`config.mk`:
```
export PLATFORM = sky130hd
export DESIGN_NAME = alu_mdu_pipe_flat
export DESIGN_NICKNAME = d
export VERILOG_FILES = /design/src/rtl/alu_mdu_pipe_if.sv /design/src/rtl/alu_mdu_pipe.sv /design/src/flat_wrapper.sv
export SDC_FILE = /design/constraint.sdc
export NUM_CORES = 2
export LEC_CHECK = 0
export CORE_AREA = 2 2 331 333
export CTS_CLUSTER_SIZE = 30
export DETAILED_ROUTE_END_ITERATION = 12
export DIE_AREA = 0 0 333 335
export GPL_ROUTABILITY_DRIVEN = 1
export PLACE_DENSITY = 0.62
export REMOVE_ABC_BUFFERS = 1
export SYNTH_ARGS = -nofsm -noshare
export SYNTH_HDL_FRONTEND = slang
export SYNTH_SLANG_ARGS = --single-unit
```
`constraint.sdc`:
```
create_clock -name clk -period 12.64 [get_ports clk]
set_input_delay 1.896 -clock clk [delete_from_list [all_inputs] [get_ports clk]]
set_output_delay 1.896 -clock clk [all_outputs]
set_load 0.02 [all_outputs]
```
`src/rtl/alu_mdu_pipe_if.sv`:
```
// -----------------------------------------------------------------------------
// alu_mdu_pipe_if
//   Bundle of the EX-stage ALU/MDU handshake and data signals.
//
//   Signals (driver -> block):
//     in_valid   EX has a valid op this cycle
//     flush      abort any in-flight op (mispredict / trap)
//     ALUOp      4-bit operation select
//     A, B       ID/EX rs1 / rs2 values
//     Out        MEM/WB writeback value (forward source)
//     EM_Result  EX/MEM result (forward source)
//     Forward_A  operand A forward select
//     Forward_B  operand B forward select
//     ALUSrc     1 = use IDEX_Imm as operand B
//     IDEX_Imm   sign-extended immediate
//   Signals (block -> driver):
//     in_ready   block can accept an op (idle)
//     Result     registered result
//     Zero       registered (Result == 0)
//     out_valid  one-cycle pulse: Result/Zero updated this cycle
//     busy       multi-cycle op in progress (stall request)
//
//   Modports: master = EX/hazard side, slave = alu_mdu_pipe.
// -----------------------------------------------------------------------------
interface alu_mdu_pipe_if #(
  parameter int WIDTH = 64
);
  logic             in_valid;
  logic             in_ready;
  logic             flush;
  logic [3:0]       ALUOp;
  logic [WIDTH-1:0] A;
  logic [WIDTH-1:0] B;
  logic [WIDTH-1:0] Out;
  logic [WIDTH-1:0] EM_Result;
  logic [1:0]       Forward_A;
  logic [1:0]       Forward_B;
  logic             ALUSrc;
  logic [WIDTH-1:0] IDEX_Imm;
  logic [WIDTH-1:0] Result;
  logic             Zero;
  logic             out_valid;
  logic             busy;

  modport master (
    output in_valid, flush, ALUOp, A, B, Out, EM_Result,
           Forward_A, Forward_B, ALUSrc, IDEX_Imm,
    input  in_ready, Result, Zero, out_valid, busy
  );

  modport slave (
    input  in_valid, flush, ALUOp, A, B, Out, EM_Result,
           Forward_A, Forward_B, ALUSrc, IDEX_Imm,
    output in_ready, Result, Zero, out_valid, busy
  );
endinterface

```
`src/rtl/alu_mdu_pipe.sv`:
```
// -----------------------------------------------------------------------------
// alu_mdu_pipe
//   EX-stage ALU with operand forwarding plus an iterative multiply / unsigned
//   divide unit. Single-cycle ops complete at the accepting edge; MUL, MULHU,
//   DIVU and REMU take WIDTH cycles (one bit per cycle) and raise busy so the
//   hazard unit can freeze IF/ID/EX meanwhile.
//
//   Ports:
//     clk      rising-edge clock
//     reset_n  asynchronous active-low reset
//     bus      alu_mdu_pipe_if.slave (operands, forwarding, handshake,
//              Result/Zero/out_valid/busy)
//
//   ALUOp: 0000 AND, 0001 OR, 0010 ADD, 0110 SUB, 1100 NOR, 0011 XOR,
//          0100 SLL, 0101 SRL, 1101 SRA, 0111 SLT (signed),
//          1000 MUL, 1001 MULHU, 1010 DIVU, 1011 REMU,
//          anything else -> Result 0.
// -----------------------------------------------------------------------------
module alu_mdu_pipe #(
  parameter int WIDTH = 64
) (
  input  logic               clk,
  input  logic               reset_n,
  alu_mdu_pipe_if.slave      bus
);

  localparam int CNT_W = $clog2(WIDTH) + 1;
  localparam int SH_W  = $clog2(WIDTH);

  localparam logic [3:0] OP_AND   = 4'b0000;
  localparam logic [3:0] OP_OR    = 4'b0001;
  localparam logic [3:0] OP_ADD   = 4'b0010;
  localparam logic [3:0] OP_XOR   = 4'b0011;
  localparam logic [3:0] OP_SLL   = 4'b0100;
  localparam logic [3:0] OP_SRL   = 4'b0101;
  localparam logic [3:0] OP_SUB   = 4'b0110;
  localparam logic [3:0] OP_SLT   = 4'b0111;
  localparam logic [3:0] OP_MUL   = 4'b1000;
  localparam logic [3:0] OP_MULHU = 4'b1001;
  localparam logic [3:0] OP_DIVU  = 4'b1010;
  localparam logic [3:0] OP_REMU  = 4'b1011;
  localparam logic [3:0] OP_NOR   = 4'b1100;
  localparam logic [3:0] OP_SRA   = 4'b1101;

  typedef enum logic [1:0] {
    S_IDLE = 2'd0,
    S_MUL  = 2'd1,
    S_DIV  = 2'd2
  } state_e;

  state_e             state_q;
  logic [WIDTH-1:0]   result_q;
  logic               zero_q;
  logic               out_valid_q;
  logic               busy_q;

  // Shared iteration register: MUL keeps {product_hi, multiplier/product_lo},
  // DIV keeps {remainder, dividend/quotient}. opnd_q is multiplicand/divisor.
  logic [2*WIDTH-1:0] acc_q;
  logic [WIDTH-1:0]   opnd_q;
  logic [CNT_W-1:0]   count_q;
  logic               hi_sel_q;

  logic [WIDTH-1:0]   op_a;
  logic [WIDTH-1:0]   op_b_fwd;
  logic [WIDTH-1:0]   op_b;
  logic [SH_W-1:0]    shamt;
  logic [WIDTH-1:0]   alu_res;
  logic               is_multi;

  logic [WIDTH:0]     mul_sum;
  logic [2*WIDTH-1:0] mul_next;
  logic [WIDTH:0]     div_shift;
  logic [WIDTH:0]     div_diff;
  logic [2*WIDTH-1:0] div_next;
  logic [2*WIDTH-1:0] step_next;
  logic [WIDTH-1:0]   fin_res;

  // ---------------------------------------------------------------------------
  // Operand forwarding (10 = EX/MEM, 01 = MEM/WB, 00/11 = register file)
  // ---------------------------------------------------------------------------
  always_comb begin
    // NOTE: every always_comb output gets a default first, so no path can
    // leave it unassigned and infer a latch.
    op_a     = bus.A;
    op_b_fwd = bus.B;
    unique case (bus.Forward_A)
      2'b10:   op_a = bus.EM_Result;
      2'b01:   op_a = bus.Out;
      default: op_a = bus.A;
    endcase
    unique case (bus.Forward_B)
      2'b10:   op_b_fwd = bus.EM_Result;
      2'b01:   op_b_fwd = bus.Out;
      default: op_b_fwd = bus.B;
    endcase
    op_b  = bus.ALUSrc ? bus.IDEX_Imm : op_b_fwd;
    shamt = op_b[SH_W-1:0];
  end

  // ---------------------------------------------------------------------------
  // Single-cycle ALU; undefined codes fall through to a zero result
  // ---------------------------------------------------------------------------
  always_comb begin
    alu_res  = '0;
    is_multi = 1'b0;
    case (bus.ALUOp)
      OP_AND:  alu_res = op_a & op_b;
      OP_OR:   alu_res = op_a | op_b;
      OP_ADD:  alu_res = op_a + op_b;
      OP_SUB:  alu_res = op_a - op_b;
      OP_NOR:  alu_res = ~(op_a | op_b);
      OP_XOR:  alu_res = op_a ^ op_b;
      OP_SLL:  alu_res = op_a << shamt;
      OP_SRL:  alu_res = op_a >> shamt;
      OP_SRA:  alu_res = $unsigned($signed(op_a) >>> shamt);
      OP_SLT:  alu_res = {{(WIDTH-1){1'b0}}, ($signed(op_a) < $signed(op_b))};
      OP_MUL, OP_MULHU, OP_DIVU, OP_REMU: is_multi = 1'b1;
      default: alu_res = '0;
    endcase
  end

  // ---------------------------------------------------------------------------
  // One iteration of the multi-cycle units
  // ---------------------------------------------------------------------------
  always_comb begin
    // Shift-add: conditionally add multiplicand to the high half, then shift
    // the whole accumulator (with the add carry) right by one.
    mul_sum  = {1'b0, acc_q[2*WIDTH-1:WIDTH]} +
               (acc_q[0] ? {1'b0, opnd_q} : {(WIDTH+1){1'b0}});
    mul_next = {mul_sum, acc_q[WIDTH-1:1]};

    // Restoring divide: shift next dividend bit into the remainder and try a
    // subtract. The partial remainder is always < divisor, so the shifted
    // value fits WIDTH+1 bits and bit WIDTH of the difference is the borrow.
    // A zero divisor never borrows: quotient all ones, remainder = dividend.
    div_shift = {acc_q[2*WIDTH-1:WIDTH], acc_q[WIDTH-1]};
    div_diff  = div_shift - {1'b0, opnd_q};
    div_next  = {(div_diff[WIDTH] ? div_shift[WIDTH-1:0] : div_diff[WIDTH-1:0]),
                 acc_q[WIDTH-2:0], ~div_diff[WIDTH]};

    step_next = (state_q == S_DIV) ? div_next : mul_next;

    // ALUOp[0] selects the high half in both units: MULHU -> product high,
    // REMU -> remainder; MUL/DIVU take the low half.
    fin_res = hi_sel_q ? step_next[2*WIDTH-1:WIDTH] : step_next[WIDTH-1:0];
  end

  // ---------------------------------------------------------------------------
  // Control FSM and result registers
  // ---------------------------------------------------------------------------
  always_ff @(posedge clk or negedge reset_n) begin
    if (!reset_n) begin
      // NOTE: the iteration registers are plain flops, not a memory array,
      // so they are reset together with the control state.
      state_q     <= S_IDLE;
      result_q    <= '0;
      zero_q      <= 1'b1;
      out_valid_q <= 1'b0;
      busy_q      <= 1'b0;
      acc_q       <= '0;
      opnd_q      <= '0;
      count_q     <= '0;
      hi_sel_q    <= 1'b0;
    end else begin
      // NOTE: non-blocking assignments throughout; the default below is
      // overridden later in the block, giving a single-cycle pulse.
      out_valid_q <= 1'b0;
      case (state_q)
        S_IDLE: begin
          if (bus.in_valid && !bus.flush) begin
            if (is_multi) begin
              // ALUOp[1]: 1 = divide (dividend in acc), 0 = multiply
              acc_q    <= {{WIDTH{1'b0}}, (bus.ALUOp[1] ? op_a : op_b)};
              opnd_q   <= bus.ALUOp[1] ? op_b : op_a;
              count_q  <= CNT_W'(WIDTH);
              hi_sel_q <= bus.ALUOp[0];
              busy_q   <= 1'b1;
              state_q  <= bus.ALUOp[1] ? S_DIV : S_MUL;
            end else begin
              result_q    <= alu_res;
              zero_q      <= (alu_res == '0);
              out_valid_q <= 1'b1;
            end
          end
        end
        S_MUL, S_DIV: begin
          if (bus.flush) begin
            busy_q  <= 1'b0;
            state_q <= S_IDLE;
          end else begin
            acc_q   <= step_next;
            count_q <= count_q - CNT_W'(1);
            if (count_q == CNT_W'(1)) begin
              result_q    <= fin_res;
              zero_q      <= (fin_res == '0);
              out_valid_q <= 1'b1;
              busy_q      <= 1'b0;
              state_q     <= S_IDLE;
            end
          end
        end
        default: begin
          busy_q  <= 1'b0;
          state_q <= S_IDLE;
        end
      endcase
    end
  end

  assign bus.Result    = result_q;
  assign bus.Zero      = zero_q;
  assign bus.out_valid = out_valid_q;
  assign bus.busy      = busy_q;
  assign bus.in_ready  = ~busy_q;

endmodule

```
`src/flat_wrapper.sv`:
```
// flat-port wrapper written by rule: the top's interface ports become plain ports
module alu_mdu_pipe_flat 
#(
  parameter int WIDTH = 64
)
  (clk, reset_n, bus_in_valid, bus_flush, bus_ALUOp, bus_A, bus_B, bus_Out, bus_EM_Result, bus_Forward_A, bus_Forward_B, bus_ALUSrc, bus_IDEX_Imm, bus_in_ready, bus_Result, bus_Zero, bus_out_valid, bus_busy);
  alu_mdu_pipe_if #(.WIDTH(WIDTH)) bus_i ();
  input  logic clk;
  input  logic reset_n;
  input wire logic [$bits(bus_i.in_valid)-1:0] bus_in_valid;
  input wire logic [$bits(bus_i.flush)-1:0] bus_flush;
  input wire logic [$bits(bus_i.ALUOp)-1:0] bus_ALUOp;
  input wire logic [$bits(bus_i.A)-1:0] bus_A;
  input wire logic [$bits(bus_i.B)-1:0] bus_B;
  input wire logic [$bits(bus_i.Out)-1:0] bus_Out;
  input wire logic [$bits(bus_i.EM_Result)-1:0] bus_EM_Result;
  input wire logic [$bits(bus_i.Forward_A)-1:0] bus_Forward_A;
  input wire logic [$bits(bus_i.Forward_B)-1:0] bus_Forward_B;
  input wire logic [$bits(bus_i.ALUSrc)-1:0] bus_ALUSrc;
  input wire logic [$bits(bus_i.IDEX_Imm)-1:0] bus_IDEX_Imm;
  output wire logic [$bits(bus_i.in_ready)-1:0] bus_in_ready;
  output wire logic [$bits(bus_i.Result)-1:0] bus_Result;
  output wire logic [$bits(bus_i.Zero)-1:0] bus_Zero;
  output wire logic [$bits(bus_i.out_valid)-1:0] bus_out_valid;
  output wire logic [$bits(bus_i.busy)-1:0] bus_busy;
  assign bus_i.in_valid = bus_in_valid;
  assign bus_i.flush = bus_flush;
  assign bus_i.ALUOp = bus_ALUOp;
  assign bus_i.A = bus_A;
  assign bus_i.B = bus_B;
  assign bus_i.Out = bus_Out;
  assign bus_i.EM_Result = bus_EM_Result;
  assign bus_i.Forward_A = bus_Forward_A;
  assign bus_i.Forward_B = bus_Forward_B;
  assign bus_i.ALUSrc = bus_ALUSrc;
  assign bus_i.IDEX_Imm = bus_IDEX_Imm;
  assign bus_in_ready = bus_i.in_ready;
  assign bus_Result = bus_i.Result;
  assign bus_Zero = bus_i.Zero;
  assign bus_out_valid = bus_i.out_valid;
  assign bus_busy = bus_i.busy;
  alu_mdu_pipe #(.WIDTH(WIDTH)) u_core (.clk(clk), .reset_n(reset_n), .bus(bus_i));
endmodule
```
; ---- Word level (Yosys, flattened, before mapping)
; Cells that the tools add are included.
[totals]
register_bits = 269
latch_bits = 0
ramBits = 0
romBits = 0
inputBits = 333
out_inout_bits = 68
word_cells = 108
mem_count = 0
[classes]
addsub = 5
multipliers = 0
n_div = 0
order_cmp = 1
eq_ne = 26
shifts = 3
n_mux = 45
n_bitwise = 6
n_reduce_logical = 13
[op_table]
columns = cell, n
row1 = $mux 64, 10
row2 = $pmux 64 s10, 1
row3 = $mux 128, 4
row4 = $pmux 64 s2, 3
row5 = $pmux 128 s2, 1
row6 = $logic_not 64->1, 2
row7 = $add 64x65->65, 1
row8 = $sub 65x64->65, 1
row9 = $add 64x64->64, 1
row10 = $and 64x64->64, 1
row11 = $lt 64x64->1, 1
row12 = $not 64->64, 1
row13 = $or 64x64->64, 1
row14 = $shl 64x6->64, 1
row15 = $shr 64x6->64, 1
row16 = $sshr 64x6->64, 1
row17 = $sub 64x64->64, 1
row18 = $xor 64x64->64, 1
row19 = $eq 4x4->1 const B, 6
row20 = $mux 7, 3
row21 = $eq 4x3->1 const B, 4
row22 = $pmux 7 s2, 1
row23 = $mux 1, 13
row24 = $mux 2, 5
row25 = 22 further kinds, 34

; ---- Depth between registers and ports, before layout
[depth]
ltp_word = 10
mapped_depth = 30
depth_no_buf = 24

; ---- Worst setup path before layout
; Ideal clock, no wire load.
[synth_path]
path_type = input to register
startpoint = input port bus_Forward_B[0]
endpoint = register u_core.zero_q, in the netlist u_core.bus.Zero
setup_time_ns = 0.077
t_arrival_ns = 8.359
t_required_ns = 12.563
slack_ns = 4.204
cell_stages = 29
path_buffers = 7
path_cell_list = inv_1 ha_1 buf_4 nor3b_1 a211o_1 inv_1 clkbuf_1 clkbuf_1 clkbuf_1 clkbuf_1 clkbuf_1 buf_1 ha_1 nor2_1 a31oi_1 a21boi_1 nor2_1 a211o_1 o211a_1 or2_1 a211oi_1 o211ai_1 nor4_1 nand4bb_1 or4_1 or4_1 nor4_1 nand4_1 a31oi_1
[synth_between]
elab_chain_cells = 10
word_cells_on_any_way = 19
cone_classes = add/sub: 2 / order compare: 1 / eq/ne: 2 / shift: 3 / mux: 6 / bitwise: 4 / reduce/logical: 1
[synth_lines]
columns = element, line_no
row1 = from (decl), flat_wrapper.sv:18  ; input wire logic [$bits(bus_i.Forward_B)-1:0] bus_Forward_B;
row2 = $eq 2x1->1 / $eq 2x2->1 (equally long branches), alu_mdu_pipe.sv:92  ; unique case (bus.Forward_B)
row3 = $pmux 64 s2 *, alu_mdu_pipe.sv:92
row4 = $mux 64 *, alu_mdu_pipe.sv:97  ; op_b = bus.ALUSrc ? bus.IDEX_Imm : op_b_fwd;
row5 = branches (longest 2 deep; another with $sub 64x64->64), n/a
row6 = $pmux 64 s10 *, alu_mdu_pipe.sv:107  ; case (bus.ALUOp)
row7 = $logic_not 64->1 *, alu_mdu_pipe.sv:182  ; zero_q <= (alu_res == '0);
row8 = $mux 1 *, alu_mdu_pipe.sv:172  ; if (is_multi) begin
row9 = $mux 1 *, alu_mdu_pipe.sv:171  ; if (bus.in_valid && !bus.flush) begin
row10 = $pmux 1 s2 *, alu_mdu_pipe.sv:169  ; case (state_q)
row11 = to (signal assigned), alu_mdu_pipe.sv:182
row12 = to (signal assigned), alu_mdu_pipe.sv:196  ; zero_q <= (fin_res == '0);
row13 = to (decl), alu_mdu_pipe.sv:53  ; logic zero_q;
; Mark *: on every way between the ends. The select of a mux whose other input is x is not followed.
; A chain may end at the register's enable or synchronous reset.

; ---- Final worst setup path
[layout_path]
startpoint = input port bus_Forward_A[0]
endpoint = register u_core.zero_q, in the netlist u_core.bus.Zero
[layout_between]
elab_chain_cells = 9
word_cells_on_any_way = 18
cone_classes = add/sub: 2 / order compare: 1 / eq/ne: 2 / shift: 3 / mux: 5 / bitwise: 4 / reduce/logical: 1
[layout_lines]
columns = element, line_no
row1 = from (decl), flat_wrapper.sv:17  ; input wire logic [$bits(bus_i.Forward_A)-1:0] bus_Forward_A;
row2 = $eq 2x1->1 / $eq 2x2->1 (equally long branches), alu_mdu_pipe.sv:87  ; unique case (bus.Forward_A)
row3 = $pmux 64 s2 *, alu_mdu_pipe.sv:87
row4 = branches (longest 2 deep; another with $sub 64x64->64), n/a
row5 = $pmux 64 s10 *, alu_mdu_pipe.sv:107
row6 = $logic_not 64->1 *, alu_mdu_pipe.sv:182
row7 = $mux 1 *, alu_mdu_pipe.sv:172
row8 = $mux 1 *, alu_mdu_pipe.sv:171
row9 = $pmux 1 s2 *, alu_mdu_pipe.sv:169
; Marks and branches as above.

==> impl_metrics.csv <==
group,metric,value,unit
critical_path,crit_required,13.20,ns
cts,clock_tree_buffer_depth,3,
cts,cts_resized,0,
critical_path,worstReg2RegEnd,"u_core.bus.Zero",
synthesis,ys_ff_latch,269,
critical_path,worst-r2r-setup-slack,3.85,ns
synthesis,synth_largest_type_area_fraction,13.9,%
synthesis,ys_top_cells_by_area,"sky130_fd_sc_hd__dfrtp_1 (14%), sky130_fd_sc_hd__ha_1 (8.4%), sky130_fd_sc_hd__o21ai_0 (7.6%)",
cts,h-tree-depth,1,
global_route,global_route.overflow_total,0,
sta,max_freq,97.5,MHz
route,wl_cell,33.0,µm
cts,numCtsBuffers,29,
sta,max-slew-margin-rel,4.09,%
min_path,min_delay_worst_endpoint,"u_core.bus.Result[37]",
route,detail_route.first_pass.iterations,9,
global_route,antenna_found_initial,25,
floorplanning,chipHeight,335,µm
global_route,grt_first_pass_wirelength,401000,µm
critical_path,worstPathBufferInverterCount,6,
synthesis,post_synthesis_cell_type_count,116,
route,number_of_drc_violations_after_detailed_routing_iteration_0,10103,
global_route,groute.layer.met3.usage,15.0,%
sta,fin_setup_tns,0,ns
critical_path,cp.arrival,10.81,ns
min_path,holdCritStartpoint,"u_core.bus.Result[37]",
floorplanning,row_count,121,
synthesis,synth-async-reset-ratio,100,%
placed_design,placement.cell_area,0.0531,mm²
synthesis,yosysWarningCount,0,
synthesis,post_synth_inst_count,7103,
layout,final_instance_area,0.0542,mm²
route,dr_total_vias,61579,
synthesis,synth.yosys.seq_area_share,13.9,%
power_and_ir_drop,peakVddDrop,112,µV
min_path,hold-path-cell-count,2,
critical_path,crit_path_cell_trace,"clkdlybuf4s50_1 -> inv_1 -> ha_4 -> buf_4 -> buf_4 -> o21ai_1 -> buf_4 -> clkinv_1 -> mux2i_1 -> mux2i_1 -> o21ai_0 -> a222oi_1 -> o21ai_0 -> o22ai_1 -> o211ai_1 -> nor4_1 -> nand4bb_1 -> or4_1 -> or4_1 -> nor4_1 -> nand4_1 -> a31oi_1",
critical_path,timing.reg2reg.worst_path_depth,21,
global_route,met2_usage,70.4,%
synthesis,ys.flop_type,"sky130_fd_sc_hd__dfrtp_1",
min_path,worst_hold_path_type,"flop to flop",
sta,final_min_period_over_clock_period,81.2,%
sta,timing_worst_slew_pin_value,1.42,ns
placed_design,place_congestion,1.10,
sta,finalMaxSlewViolations,0,
power_and_ir_drop,p_leak,22.4,nW
floorplanning,floorplan.die_area,0.112,mm²
cts,postCtsHoldBufs,0,
critical_path,worst_path_largest_cell_delay,0.85,ns
layout,final.fill_count,10969,
critical_path,startpoint_type,"input pin",
sta,clock_skew,0.0254,ns
global_route,groute.usage.overall,48.3,%
route,detail-route-antenna-nets,0,
synthesis,post_synth.cell_area_avg,6.80,µm²
critical_path,cp-end-kind,"flop",
placed_design,post-dp-hpwl,221000,µm
critical_path,origin_of_the_critical_flop_to_flop_path,"u_core.acc_q[63]",
layout,fin_nets,7798,
synthesis,synth_area,0.0483,mm²
sta,fin_crit_period,10.26,ns
run_status,outcome,"completed",
cts,clkTransAtPathRegs,0.09,ns
layout,drive_gt1_share,6.31,%
critical_path,cp_slowest_cell,"sky130_fd_sc_hd__a222oi_1",
route,drt_wl_total,283000,µm
sta,timing.final.setup_violations,0,
critical_path,cpMostUsedCell,"sky130_fd_sc_hd__buf_4",
cts,cts_root_buffer,"sky130_fd_sc_hd__clkbuf_16",
placed_design,numPortBuffers,400,
cts,cts_sinks,269,
synthesis,number_of_synthesized_flops_with_an_enable_pin,0,
critical_path,timing.setup.critical_path_class,"input pin to flop",
sta,rsz_0062_raised_after_global_routing,"no",
floorplanning,num_io_pins,401,
cts,worstSkewPairLatency,0.63,ns
run,timing.max_cap.violations,0,
global_route,grt.met1_usage,62.1,%
floorplanning,initial_cell_density_of_the_core,44.7,%
sta,hold_viol_final,0,
global_route,grt_start_max_net_pins,173,
floorplanning,fp.coreArea,0.108,mm²
floorplanning,die-width,333,µm
power_and_ir_drop,power_per_cell_area,193,mW/mm²
critical_path,cpLargestDelayFamily,"simple AND/OR/NAND/NOR gates",
cts,post_cts.repair.setup_buffers,0,
critical_path,critical_path.max_fanout,49,
critical_path,timing.critical_path.depth,22,
global_route,via_count_of_the_first_global_routing_pass,56639,
cts,cts_tree,"yes",
global_route,most_congested_layer_reported_by_global_routing,"met2",
route,drc,0,
layout,area_growth,12.1,%
synthesis,netlist.top_cell.by_area,"sky130_fd_sc_hd__dfrtp_1",
route,avgViaCountPerCell,7.17,
-- cells in the final DEF, fill, tap and decap left out, types with 101 or more instances in the layout --
master / instances
sky130_fd_sc_hd__a221oi_1: 107
sky130_fd_sc_hd__a21oi_1: 649
sky130_fd_sc_hd__a211oi_1: 152
sky130_fd_sc_hd__ha_1: 317
sky130_fd_sc_hd__xnor2_1: 101
sky130_fd_sc_hd__o21ai_0: 730
sky130_fd_sc_hd__inv_1: 289
sky130_fd_sc_hd__o22ai_1: 196
sky130_fd_sc_hd__clkdlybuf4s50_1: 396
sky130_fd_sc_hd__nand2_1: 804
sky130_fd_sc_hd__a21o_1: 117
sky130_fd_sc_hd__nand3_1: 107
sky130_fd_sc_hd__buf_4: 152
sky130_fd_sc_hd__nor3_1: 137
sky130_fd_sc_hd__dfrtp_1: 266
sky130_fd_sc_hd__mux2i_1: 281
sky130_fd_sc_hd__nor2_1: 734
-- sequential cells by signal, summed over array words and instances (netlist names) --
register / flops
u_core.acc_q: 128
u_core.hi_sel_q: 1
u_core.bus.busy: 1
u_core.bus.Zero: 1
u_core.opnd_q: 64
u_core.state_q: 2
u_core.count_q: 7
u_core.bus.Result: 64
u_core.bus.out_valid: 1
-- area by class of cell --
class	instances	area (µm²)	share of cell area, %
sequential	269	6740	12.4
timing repair buffer	557	5260	9.71
tap	1414	1770	3.27
multi-input combinational	5972	38200	70.5
inverter	309	1180	2.18
antenna	10	25.0	0.0462
clock inverter	16	226	0.418
clock buffer	36	772	1.43
-- through the flow --
| stage | hold WS [ns] | cells | setup slack [ns] | utilization, % | power, mW |
|---|---|---|---|---|---|
| final | 0.475 | 8583 | 2.38 | 50.1 | 10.5 |
| after global routing | 0.512 | 8574 | 2.24 | 50.1 | 10.9 |
| after CTS | 0.483 | 8573 | 2.86 | 50.1 | 10.1 |
| after detailed placement | 0.469 | 8521 | 2.23 | 49.2 | 9.08 |
| after global placement | 0.460 | 8521 | 2.24 | 49.2 | 9.04 |
| after floorplan | 0.462 | 6550 | 1.57 | - | 6.27 |
-- per-layer routing --
layer | wire length [µm] | vias to the layer above
li1 | - | 26446
met3 | 37800 | 996
met1 | 109000 | 29576
met5 | 124 | -
met2 | 115000 | 4543
met4 | 21100 | 18
-- worst register-to-register path, cell delays in order, from the launching register on --
cell	delay [ns]
sky130_fd_sc_hd__dfrtp_1	0.46
sky130_fd_sc_hd__inv_1	0.31
sky130_fd_sc_hd__ha_1	0.27
sky130_fd_sc_hd__inv_1	0.06
sky130_fd_sc_hd__fa_1	0.42
sky130_fd_sc_hd__a211oi_1	0.32
sky130_fd_sc_hd__o21ai_0	0.21
sky130_fd_sc_hd__o221ai_1	0.60
sky130_fd_sc_hd__a21oi_1	0.34
sky130_fd_sc_hd__a21oi_1	0.43
sky130_fd_sc_hd__o211a_1	0.66
sky130_fd_sc_hd__nor2_4	0.17
sky130_fd_sc_hd__buf_4	0.29
sky130_fd_sc_hd__mux2_2	0.35
sky130_fd_sc_hd__a221oi_1	0.66
sky130_fd_sc_hd__nand4_1	0.19
sky130_fd_sc_hd__nor4b_1	1.13
sky130_fd_sc_hd__or4b_1	0.61
sky130_fd_sc_hd__nand4b_1	0.21
sky130_fd_sc_hd__nor4_1	0.50
sky130_fd_sc_hd__nand4_1	0.27
sky130_fd_sc_hd__a31oi_1	0.25
-- power by group --
part           internal [mW]  total, mW  switching (mW)  leakage, nW
Combinational           2.56       7.90            5.34         18.5
Sequential              1.20       1.59           0.392         3.45
Clock                  0.537      0.954           0.417        0.483
-- logic make-up (layout without fill, tap and decap cells) --
kind of cell	Yosys count	in the layout	synth area share, %
AOI/OAI and AO/OA	2845	2845	38.2
xor gates and xnor gates	153	153	2.77
adders and majority gates	327	327	8.53
buffers and inverters	862	918	7.48
DFF	269	269	13.9
muxes	348	348	7.67
other	0	10	0
and+or+nand+nor	2299	2299	21.4
-- Yosys cell counts (33+ instances only) --
cell type                  number
sky130_fd_sc_hd__xnor2_1      101
sky130_fd_sc_hd__clkbuf_1     383
sky130_fd_sc_hd__a221oi_1     107
sky130_fd_sc_hd__nand2b_1      42
sky130_fd_sc_hd__o21bai_1      40
sky130_fd_sc_hd__nor2b_1       80
sky130_fd_sc_hd__o22ai_1      196
sky130_fd_sc_hd__o211ai_1     100
sky130_fd_sc_hd__or3_1         33
sky130_fd_sc_hd__nand3_1      109
sky130_fd_sc_hd__a31oi_1       78
sky130_fd_sc_hd__o221ai_1      38
sky130_fd_sc_hd__a21oi_1      650
sky130_fd_sc_hd__o21a_1        40
sky130_fd_sc_hd__inv_1        289
sky130_fd_sc_hd__nor4_1        47
sky130_fd_sc_hd__o21ai_0      732
sky130_fd_sc_hd__mux2i_1      281
sky130_fd_sc_hd__xor2_1        52
sky130_fd_sc_hd__buf_1         62
sky130_fd_sc_hd__a22oi_1       88
sky130_fd_sc_hd__nor3_1       140
sky130_fd_sc_hd__a21o_1       117
sky130_fd_sc_hd__a221o_1       59
sky130_fd_sc_hd__nor2_1       745
sky130_fd_sc_hd__a211oi_1     152
sky130_fd_sc_hd__dfrtp_1      268
sky130_fd_sc_hd__nand2_1      809
sky130_fd_sc_hd__o31ai_1       67
sky130_fd_sc_hd__buf_2         64
sky130_fd_sc_hd__mux2_2        53
sky130_fd_sc_hd__ha_1         323
sky130_fd_sc_hd__and2_1        85
sky130_fd_sc_hd__nand4_1       59
-- how the worst max path moves through the flow --
stage | slack (ns) | endpoint | start
4_1_cts | 2.86 | u_core.bus.Zero | bus_Forward_B[0]
2_1_floorplan | 1.57 | u_core.bus.Zero | u_core.state_q[0]
3_5_place_dp | 2.23 | u_core.bus.Zero | bus_Forward_B[0]
5_1_grt | 2.24 | u_core.bus.Zero | bus_Forward_B[0]
6_report | 2.38 | u_core.bus.Zero | bus_Forward_A[0]
3_3_place_gp | 2.24 | u_core.bus.Zero | bus_Forward_A[0]
Power figures use the tool's default switching activity.
